File: config.mk
export PLATFORM = sky130hd
export DESIGN_NAME = display_serializer_flat
export DESIGN_NICKNAME = d
export VERILOG_FILES = /design/src/rtl/display_serializer_if.sv /design/src/rtl/display_serializer.sv /design/src/flat_wrapper.sv
export SDC_FILE = /design/constraint.sdc
export NUM_CORES = 1
export LEC_CHECK = 0
export ABC_AREA = 1
export BUFFER_PORTS_ARGS = -buffer_cell sky130_fd_sc_hd__buf_4
export CAP_MARGIN = 20
export CORE_AREA = 2 2 96 98
export DETAILED_ROUTE_END_ITERATION = 10
export DIE_AREA = 0 0 98 100
export GPL_TIMING_DRIVEN = 0
export MAX_ROUTING_LAYER = met4
export PLACE_DENSITY = 0.81
export SLEW_MARGIN = 10
export SYNTH_ARGS = -nofsm -noshare
export SYNTH_HDL_FRONTEND = slang
export SYNTH_SLANG_ARGS = --single-unit
File: constraint.sdc
create_clock -name clk -period 11.4 [get_ports clk]
set_clock_uncertainty 0.05 [all_clocks]
set_input_delay 1.14 -clock clk [delete_from_list [all_inputs] [get_ports clk]]
set_output_delay 1.14 -clock clk [all_outputs]
set_load 0.03 [all_outputs]
File: src/rtl/display_serializer_if.sv
// Bundles the frame request and serial LED stream signals of display_serializer.
// The master side (controller or bench) drives the requests and the strobes.
// The slave side (the serializer) drives the LED stream and the status flags.
interface display_serializer_if #(
  parameter int DATA_W     = 16,
  parameter int MAX_DIGITS = 5,
  parameter int CNT_W      = $clog2(MAX_DIGITS + 1)
);
  logic                  start;
  logic [DATA_W-1:0]     data;
  logic [CNT_W-1:0]      digit_count;
  logic                  hex_mode;
  logic                  blank_lz;
  logic [MAX_DIGITS-1:0] dp_mask;
  logic                  next_led;
  logic                  led_data;
  logic                  led_valid;
  logic                  busy;
  logic                  done;
  logic                  overflow;

  modport master (
    output start, data, digit_count, hex_mode, blank_lz, dp_mask, next_led,
    input  led_data, led_valid, busy, done, overflow
  );

  modport slave (
    input  start, data, digit_count, hex_mode, blank_lz, dp_mask, next_led,
    output led_data, led_valid, busy, done, overflow
  );
endinterface

File: src/rtl/display_serializer.sv
// display_serializer: turns a binary value into up to MAX_DIGITS seven-segment
// bytes (segments a..g in bits 0..6, decimal point in bit 7). It extracts one
// digit per cycle, least significant digit first. It then streams the frame
// one bit per next_led strobe, bit 0 of digit 0 first.
module display_serializer #(
  parameter int DATA_W     = 16,
  parameter int MAX_DIGITS = 5,
  parameter int CNT_W      = $clog2(MAX_DIGITS + 1)
) (
  input  logic                  clk,
  input  logic                  rst,
  display_serializer_if.slave   bus
);

  localparam int FRAME_W = MAX_DIGITS * 8;
  localparam int BITS_W  = CNT_W + 3;

  typedef enum logic [1:0] {
    ST_IDLE,
    ST_CONVERT,
    ST_SHIFT,
    ST_DONE
  } state_t;

  state_t                r_state;
  state_t                w_stateNext;

  logic [DATA_W-1:0]     r_value;
  logic [CNT_W-1:0]      r_count;
  logic [CNT_W-1:0]      r_digIdx;
  logic                  r_hexMode;
  logic                  r_blankLz;
  logic [MAX_DIGITS-1:0] r_dpMask;
  logic [FRAME_W-1:0]    r_frame;
  logic [BITS_W-1:0]     r_bitsLeft;
  logic                  r_ledData;
  logic                  r_ledValid;
  logic                  r_busy;
  logic                  r_done;
  logic                  r_overflow;

  logic [CNT_W-1:0]      w_countClamped;
  logic [DATA_W-1:0]     w_quot;
  logic [3:0]            w_digit;
  logic [6:0]            w_seg;
  logic                  w_isBlank;
  logic                  w_lastDigit;
  logic                  w_overflowNow;
  logic [FRAME_W-1:0]    w_frameWrite;
  logic [FRAME_W-1:0]    w_minusFrame;
  logic [FRAME_W-1:0]    w_frameNext;

  // Seven-segment pattern for one digit value, active-high, a in bit 0.
  function automatic logic [6:0] segOf(input logic [3:0] digit);
    case (digit)
      4'h0:    segOf = 7'h3F;
      4'h1:    segOf = 7'h06;
      4'h2:    segOf = 7'h5B;
      4'h3:    segOf = 7'h4F;
      4'h4:    segOf = 7'h66;
      4'h5:    segOf = 7'h6D;
      4'h6:    segOf = 7'h7D;
      4'h7:    segOf = 7'h07;
      4'h8:    segOf = 7'h7F;
      4'h9:    segOf = 7'h6F;
      4'hA:    segOf = 7'h77;
      4'hB:    segOf = 7'h7C;
      4'hC:    segOf = 7'h39;
      4'hD:    segOf = 7'h5E;
      4'hE:    segOf = 7'h79;
      default: segOf = 7'h71;
    endcase
  endfunction

  assign w_countClamped = (bus.digit_count > CNT_W'(MAX_DIGITS)) ?
                          CNT_W'(MAX_DIGITS) : bus.digit_count;

  // Digit extraction: the remainder becomes the current digit, and the
  // quotient is the value left over for the next digit. Hex needs only a
  // shift; decimal uses a constant divide by ten.
  always_comb begin
    w_quot  = '0;
    w_digit = '0;
    if (r_hexMode) begin
      w_quot  = r_value >> 4;
      w_digit = r_value[3:0];
    end else begin
      w_quot  = r_value / DATA_W'(10);
      w_digit = 4'(r_value % DATA_W'(10));
    end
  end

  // Blanking applies to every digit above digit 0 once the value left to
  // convert is exhausted. A blanked digit still shows its decimal point.
  // The last digit index marks the cycle that settles overflow.
  always_comb begin
    w_isBlank     = r_blankLz && (r_digIdx != '0) && (r_value == '0);
    w_seg         = w_isBlank ? 7'h00 : segOf(w_digit);
    w_lastDigit   = (r_digIdx == (r_count - CNT_W'(1)));
    w_overflowNow = (w_quot != '0);
  end

  // Candidate frame contents: the frame with the current digit byte written
  // in, and the all-minus frame used when the value does not fit. Bytes
  // beyond the requested digit count stay zero.
  always_comb begin
    w_frameWrite = r_frame;
    w_minusFrame = '0;
    for (int i = 0; i < MAX_DIGITS; i++) begin
      if (CNT_W'(i) == r_digIdx) begin
        w_frameWrite[i*8 +: 8] = {r_dpMask[i], w_seg};
      end
      if (CNT_W'(i) < r_count) begin
        w_minusFrame[i*8 +: 8] = {r_dpMask[i], 7'h40};
      end
    end
  end

  // Next frame buffer. It is cleared on an accepted start and filled during
  // conversion; the last digit may swap in the minus frame. Each strobe in
  // SHIFT moves the next bit down to bit 0.
  always_comb begin
    w_frameNext = r_frame;
    case (r_state)
      ST_IDLE: begin
        if (bus.start) begin
          w_frameNext = '0;
        end
      end
      ST_CONVERT: begin
        if (w_lastDigit && w_overflowNow) begin
          w_frameNext = w_minusFrame;
        end else begin
          w_frameNext = w_frameWrite;
        end
      end
      ST_SHIFT: begin
        if (bus.next_led) begin
          w_frameNext = r_frame >> 1;
        end
      end
      default: begin
        w_frameNext = r_frame;
      end
    endcase
  end

  // State register.
  always_ff @(posedge clk) begin
    if (rst) begin
      r_state <= ST_IDLE;
    end else begin
      r_state <= w_stateNext;
    end
  end

  // Next-state logic. A zero digit count skips straight to DONE. The strobe
  // that consumes the final bit ends the frame.
  always_comb begin
    w_stateNext = r_state;
    case (r_state)
      ST_IDLE: begin
        if (bus.start) begin
          w_stateNext = (w_countClamped == '0) ? ST_DONE : ST_CONVERT;
        end
      end
      ST_CONVERT: begin
        if (w_lastDigit) begin
          w_stateNext = ST_SHIFT;
        end
      end
      ST_SHIFT: begin
        if (bus.next_led && (r_bitsLeft == BITS_W'(1))) begin
          w_stateNext = ST_DONE;
        end
      end
      default: begin
        w_stateNext = ST_IDLE;
      end
    endcase
  end

  // Datapath and registered outputs. Inputs are latched only on a start
  // accepted in IDLE, so a start during a frame leaves it untouched. Overflow
  // stays visible until the next accepted start.
  always_ff @(posedge clk) begin
    if (rst) begin
      r_value    <= '0;
      r_count    <= '0;
      r_digIdx   <= '0;
      r_hexMode  <= 1'b0;
      r_blankLz  <= 1'b0;
      r_dpMask   <= '0;
      r_frame    <= '0;
      r_bitsLeft <= '0;
      r_ledData  <= 1'b0;
      r_ledValid <= 1'b0;
      r_busy     <= 1'b0;
      r_done     <= 1'b0;
      r_overflow <= 1'b0;
    end else begin
      r_frame    <= w_frameNext;
      r_ledData  <= (w_stateNext == ST_SHIFT) && w_frameNext[0];
      r_ledValid <= (w_stateNext == ST_SHIFT);
      r_busy     <= (w_stateNext != ST_IDLE);
      r_done     <= (r_state == ST_DONE);
      case (r_state)
        ST_IDLE: begin
          if (bus.start) begin
            r_value    <= bus.data;
            r_count    <= w_countClamped;
            r_hexMode  <= bus.hex_mode;
            r_blankLz  <= bus.blank_lz;
            r_dpMask   <= bus.dp_mask;
            r_digIdx   <= '0;
            r_overflow <= 1'b0;
          end
        end
        ST_CONVERT: begin
          r_value  <= w_quot;
          r_digIdx <= r_digIdx + CNT_W'(1);
          if (w_lastDigit) begin
            r_overflow <= w_overflowNow;
            r_bitsLeft <= {r_count, 3'b000};
          end
        end
        ST_SHIFT: begin
          if (bus.next_led) begin
            r_bitsLeft <= r_bitsLeft - BITS_W'(1);
          end
        end
        default: begin
          r_bitsLeft <= r_bitsLeft;
        end
      endcase
    end
  end

  assign bus.led_data  = r_ledData;
  assign bus.led_valid = r_ledValid;
  assign bus.busy      = r_busy;
  assign bus.done      = r_done;
  assign bus.overflow  = r_overflow;

endmodule

File: src/flat_wrapper.sv
// flat-port wrapper written by rule: the top's interface ports become plain ports
module display_serializer_flat 
#(
  parameter int DATA_W     = 16,
  parameter int MAX_DIGITS = 5,
  parameter int CNT_W      = $clog2(MAX_DIGITS + 1)
)
  (clk, rst, bus_start, bus_data, bus_digit_count, bus_hex_mode, bus_blank_lz, bus_dp_mask, bus_next_led, bus_led_data, bus_led_valid, bus_busy, bus_done, bus_overflow);
  display_serializer_if #(.DATA_W(DATA_W), .MAX_DIGITS(MAX_DIGITS), .CNT_W(CNT_W)) bus_i ();
  input  logic clk;
  input  logic rst;
  input wire logic [$bits(bus_i.start)-1:0] bus_start;
  input wire logic [$bits(bus_i.data)-1:0] bus_data;
  input wire logic [$bits(bus_i.digit_count)-1:0] bus_digit_count;
  input wire logic [$bits(bus_i.hex_mode)-1:0] bus_hex_mode;
  input wire logic [$bits(bus_i.blank_lz)-1:0] bus_blank_lz;
  input wire logic [$bits(bus_i.dp_mask)-1:0] bus_dp_mask;
  input wire logic [$bits(bus_i.next_led)-1:0] bus_next_led;
  output wire logic [$bits(bus_i.led_data)-1:0] bus_led_data;
  output wire logic [$bits(bus_i.led_valid)-1:0] bus_led_valid;
  output wire logic [$bits(bus_i.busy)-1:0] bus_busy;
  output wire logic [$bits(bus_i.done)-1:0] bus_done;
  output wire logic [$bits(bus_i.overflow)-1:0] bus_overflow;
  assign bus_i.start = bus_start;
  assign bus_i.data = bus_data;
  assign bus_i.digit_count = bus_digit_count;
  assign bus_i.hex_mode = bus_hex_mode;
  assign bus_i.blank_lz = bus_blank_lz;
  assign bus_i.dp_mask = bus_dp_mask;
  assign bus_i.next_led = bus_next_led;
  assign bus_led_data = bus_i.led_data;
  assign bus_led_valid = bus_i.led_valid;
  assign bus_busy = bus_i.busy;
  assign bus_done = bus_i.done;
  assign bus_overflow = bus_i.overflow;
  display_serializer #(.DATA_W(DATA_W), .MAX_DIGITS(MAX_DIGITS), .CNT_W(CNT_W)) u_core (.clk(clk), .rst(rst), .bus(bus_i));
endmodule
==> impl_metrics.yaml, run 1 <==
status:
  outcome: "complete, no violations"
synthesis:
  synthesis.nets: 860
  synth-main-ff-cell: "dfxtp_1"
  synth_edf_count: 0
  synthArstFlopShare_pct: 0
  ys_seq_area_share_pct: 30.7
  avgSynthCellArea_um2: 6.56
  ys_seq_elements: 82
  yosys_warnings: 0
  synthCells: 815
  synth_area_um2: 5340
  synth.distinct_cells: 40
sta:
  timing.final.ws_setup_ps: 4960
  hold_viol: 0
  worstMarginPinSlew_ps: 867
  fmax_ghz: 0.155
  fin_crit_ps: 6440
  tns_ps: 0
  report.final.slew_viol_count: 0
  rsz0062_at_grt: "false"
  slew_headroom_pct: 41.7
  finalCritPeriodShare_pct: 56.5
  setup-violations-final: 0
setup_path:
  cpMaxStageDelayCell: "dfxtp_1"
  cp_common_cell: "nand2_2"
  slowest_delay_ps: 330
  worst-r2r-cell-count: 62
  regToRegStartpoint: "u_core.r_value[15]"
  endpoint_kind: "register"
  critPathRequiredTime_ps: 11660
  worstReg2RegEnd: "u_core.r_frame[16]"
  critPathTopFamily: "simple AND/OR/NAND/NOR gates"
  start_kind: "register"
  critical_path_class: "register to register"
  path_buf_inv: 7
  ff2ff_setup_slack_ps: 4960
  critical_path_arrival_ps: 6700
  crit_start: "u_core.r_value[15]"
  cp_max_fo: 8
route:
  ant_nets: 0
  wl_per_cell_um: 14.6
  vias: 5632
  drc_errors: 0
  via_per_inst: 5.77
  drt_iter0_markers: 358
  first_pass_iters: 6
  routed_wl_mm: 14.2
die:
  die_y_um: 100
  start_util_pct: 60.1
  die-area_um2: 9800
  row_count: 35
  chipWidth_um: 98
  core_um2: 8890
  num_io_pins: 35
clock_tree:
  cts_tree: "done"
  clk_pin_slew_ps: 90
  holdBufCountCts: 0
  postCtsSetupBuffers: 0
  clock_latency_ps: 380
  postCtsResizedCells: 0
  htreeDepth: 3
  root_buffer: "clkbuf_8"
  cts_buffers: 9
  cts_buffer_depth: 2
  clkSinkCount: 82
grt:
  grt_start_max_net_pins: 17
  grt_util_all_layers_pct: 30.8
  grt_pass1_vias: 5329
  grt_pass1_wl_mm: 24.1
  antenna_found_initial: 0
  grt_overflow: 0
layout:
  layout-drive-gt1-share_pct: 17.2
  nets: 905
  fin_util_pct: 66.6
  n_antenna_cell: 0
  areaGrowthSynthToFinish_pct: 10.8
  stdcell_count: 976
placed_design:
  port_buffers: 34
  dp_cells: 960
  globalplace.congestion: 0.909
  preCtsSetupSlack_ps: 5100
  dp_hpwl_mm: 10.8
min_path:
  hold_path_end: "u_core.r_dpMask[3]"
  worstHoldPathType: "register to register"
  min_path_cells: 2
  hold_start: "u_core.r_dpMask[3]"
run:
  maxCapViolations: 0
[stage by stage]
step                instance area [um2]  hold WS (ps)
floorplan                          5340           374
global placement                   5740           390
detailed placement                 5740           398
CTS                                5920           407
global route                       5920           434
finish                             5920           410
[cell usage in the layout, fill, tap and decap left out, drive strengths merged, types with 4 or more instances in the layout]
cell	instances
nor3	4
clkinv	5
o21ai	70
nor2	45
a31oi	14
nand3	106
ha	15
nand2	239
nand4	17
dfxtp	82
clkbuf	23
a21oi	92
buf	42
inv	89
[sequential cells by signal (all words and copies together), names as in the netlist]
name	count
u_core.r_frame	40
u_core.r_value	16
u_core.r_bitsLeft	6
u_core.r_dpMask	5
u_core.r_count	3
u_core.r_digIdx	3
u_core.r_state	2
u_core.bus.busy	1
u_core.bus.done	1
u_core.bus.led_data	1
u_core.bus.led_valid	1
u_core.bus.overflow	1
u_core.r_blankLz	1
u_core.r_hexMode	1
[cells in the mapped netlist (all sizes together), types with 4 or more instances]
| library cell | instances | area [um2] |
|---|---|---|
| nor2 | 45 | 188 |
| a31oi | 14 | 87.6 |
| ha | 15 | 188 |
| nand3 | 106 | 618 |
| dfxtp | 82 | 1640 |
| nor3 | 4 | 25.0 |
| o21ai | 70 | 377 |
| clkbuf | 14 | 52.6 |
| nand2 | 239 | 1030 |
| buf | 8 | 45.0 |
| a21oi | 92 | 472 |
| inv | 86 | 333 |
| nand4 | 17 | 106 |
[kinds of logic after synthesis]
| family | synth area share, % |
|---|---|
| AND/OR/NAND/NOR | 37.9 |
| AO/OA/AOI/OAI | 18.8 |
| buffers and inverters | 8.20 |
| flip-flops | 30.7 |
| adder cells (fa/ha/maj) | 3.51 |
| XOR/XNOR | 0.820 |
[how the worst max path moves through the flow]
stage / slack, ps / end / cells past startpoint
2_1_floorplan: 6080 / u_core.r_frame[27] / 62
3_3_place_gp: 5400 / u_core.r_frame[24] / 64
3_5_place_dp: 5100 / u_core.r_frame[8] / 60
4_1_cts: 5050 / u_core.r_frame[24] / 62
5_1_grt: 4100 / u_core.r_frame[24] / 59
6_report: 4960 / u_core.r_frame[16] / 62
[cell type report]
| type | instances | area (um2) |
|---|---|---|
| multi-input cells | 623 | 3260 |
| fillers | 810 | 2970 |
| flip-flops and latches | 82 | 1640 |
| inverters | 88 | 340 |
| repair buffers | 34 | 255 |
| well taps | 111 | 139 |
| clock buffers | 9 | 124 |
| plain buffers | 22 | 97.6 |
| clock inverters | 7 | 60.1 |
[layer usage]
layer / vias up / GRT usage (%) / routed length (um)
met1: 2590 / 37.4 / 6140
met2: 189 / 52.2 / 6950
li1: 2823 / - / -
met3: 30 / 3.76 / 790
met5: - / - / 0
met4: 0 / 12.6 / 369
[worst min-delay path, delay by kind of cell, from the launching register on]
kind / cells / cell delay, ps
compound gates: 1 / 60
buf+inv: 1 / 60
flops: 1 / 300
Power of run 1 is left out: the tool's default activity adds up to more than one toggle a clock period on the data nets, which glitch-free logic cannot reach.
==> run 2, diff against run 1 <==
Settings changed: CORE_AREA 2 2 96 98 to 2 2 102 104, DIE_AREA 0 0 98 100 to 0 0 104 106, PLACE_DENSITY 0.81 to 0.76.
Clock period 11.4 ns to 5.7 ns, I/O delays scaled along.
==> run 2 against run 1 <==
  * The run now ends with setup timing left
  * Via count is 13% higher
  * Hold slack worse by 39 ps
  * Critical path depth is 2 lower
==> impl_metrics.yaml, run 2 (synthesized netlist as in run 1, its figures left out) <==
status:
  outcome: "finished, violations left"
  violations: "setup timing"
grt:
  met2_usage_pct: 55.0
  grt_start_max_net_pins: 16
  grt_util_all_layers_pct: 31.4
  grt_pass1_vias: 5969
  antenna_found_initial: 0
  met3_usage_pct: 5.03
  grt_overflow: 0
  busiest_layer: "met2"
  globalRouteMet1Util_pct: 35.3
  grt_pass1_wl_mm: 27.6
sta:
  hold_viol: 0
  setup-violations-final: 41
  report.final.slew_viol_count: 0
  tns_ps: -9940
  fin_crit_ps: 6030
  timing.final.ws_setup_ps: -334
  rsz0062_at_grt: "true"
  finalCritPeriodShare_pct: 106
  fmax_ghz: 0.166
  slew_headroom_pct: 31.4
  worstMarginPinSlew_ps: 1020
die:
  chipWidth_um: 104
  start_util_pct: 53.4
  die_y_um: 106
  num_io_pins: 35
  die-area_um2: 11000
  row_count: 37
  core_um2: 10000
setup_path:
  cp_common_cell: "nand2_4"
  critPathRequiredTime_ps: 5920
  worstReg2RegEnd: "u_core.r_frame[0]"
  worst-r2r-cell-count: 60
  start_kind: "register"
  critical_path_class: "register to register"
  endpoint_kind: "register"
  cpMaxStageDelayCell: "dfxtp_4"
  ff2ff_setup_slack_ps: -330
  crit_start: "u_core.r_value[13]"
  slowest_delay_ps: 390
  regToRegStartpoint: "u_core.r_value[13]"
  crit_end: "u_core.r_frame[0]"
  cp_max_fo: 6
  critical_path_arrival_ps: 6260
placed_design:
  globalplace.congestion: 0.915
  port_buffers: 34
  dp_hpwl_mm: 11.1
  dp_cells: 985
route:
  routed_wl_mm: 18.6
  drt_iter0_markers: 611
  ant_nets: 0
  vias: 6349
  wl_per_cell_um: 17.6
  drc_errors: 0
  via_per_inst: 5.99
  first_pass_iters: 5
clock_tree:
  htreeDepth: 3
  clkSinkCount: 82
  cts_buffer_depth: 2
  root_buffer: "clkbuf_8"
  cts_tree: "done"
  clock_latency_ps: 370
  holdBufCountCts: 0
  clk_pin_slew_ps: 90
  cts_buffers: 9
layout:
  multi_input_area_um2: 4290
  nets: 964
  stdcell_count: 1060
  largest_reg_flops: 40
  regMostFlops: "u_core.r_frame"
  layout-drive-gt1-share_pct: 39.1
  n_antenna_cell: 0
  layout_commonest_cell: "nand2_1"
  final_cell_mix: "nand2_1, buf_4, dfxtp_1"
  areaGrowthSynthToFinish_pct: 40.9
  nFillCells: 741
  reg_top3: "u_core.r_frame: 40 flops, u_core.r_value: 16 flops, u_core.r_bitsLeft: 6 flops"
  regArea_um2: 1650
min_path:
  worstHoldPathType: "input pin to register"
run:
  maxCapViolations: 0
==> run 2: cell type report <==
cell class	instances	share of cell area [%]
Multi-Input combinational cell	626	57.0
Sequential cell	82	21.9
Timing Repair Buffer	89	9.49
Inverter	88	5.15
Tap cell	136	2.26
Clock buffer	9	1.65
Buffer	22	1.40
Clock inverter	7	1.03
Timing Repair inverter	1	0.0499
==> run 2: how the worst min path moves through the flow <==
| stage | startpoint | to | slack (ps) | cells past startpoint |
|---|---|---|---|---|
| global route | rst | u_core.r_count[1] | 370 | 2 |
| finish | bus_dp_mask[2] | u_core.r_dpMask[2] | 370 | 3 |
| global placement | u_core.r_dpMask[3] | u_core.r_dpMask[3] | 390 | 2 |
| CTS | rst | u_core.r_count[1] | 360 | 2 |
| detailed placement | u_core.r_dpMask[3] | u_core.r_dpMask[3] | 400 | 2 |
| floorplan | u_core.r_dpMask[3] | u_core.r_dpMask[3] | 370 | 2 |
==> run 2: metal layers <==
metal	share of wire [%]	vias to the layer above
li1	-	2945
met1	38	2967
met2	51	347
met3	7.1	90
met4	4.1	0
met5	0	-
==> run 2: critical path: cells and delay by family (launching register included) <==
family | cells | cell delay [ps]
and+or+nand+nor | 48 | 4130
DFF | 1 | 390
AOI/OAI and AO/OA | 4 | 700
buffers and inverters | 8 | 640
==> run 2: repair_timing <==
action / CTS / global route
setup endpoints to repair: 41 / 43
buffers inserted: 39 / 15
gates cloned: 2 / 2
pin swaps: 56 / 64
resized for setup: 132 / 143
==> run 2: per-stage QoR <==
stage                     worst slack (ps)  cell area (um2)  util, %  hold slack (ps)
after detailed placement              -572             5770     57.7              403
after global placement                -297             5770     57.7              393
final                                 -334             7530     75.3              371
after CTS                             -133             6810     68.1              359
after global routing                  -742             7530     75.3              369
after floorplan                        377             5340        -              374
Power of run 2 is left out for the same reason.
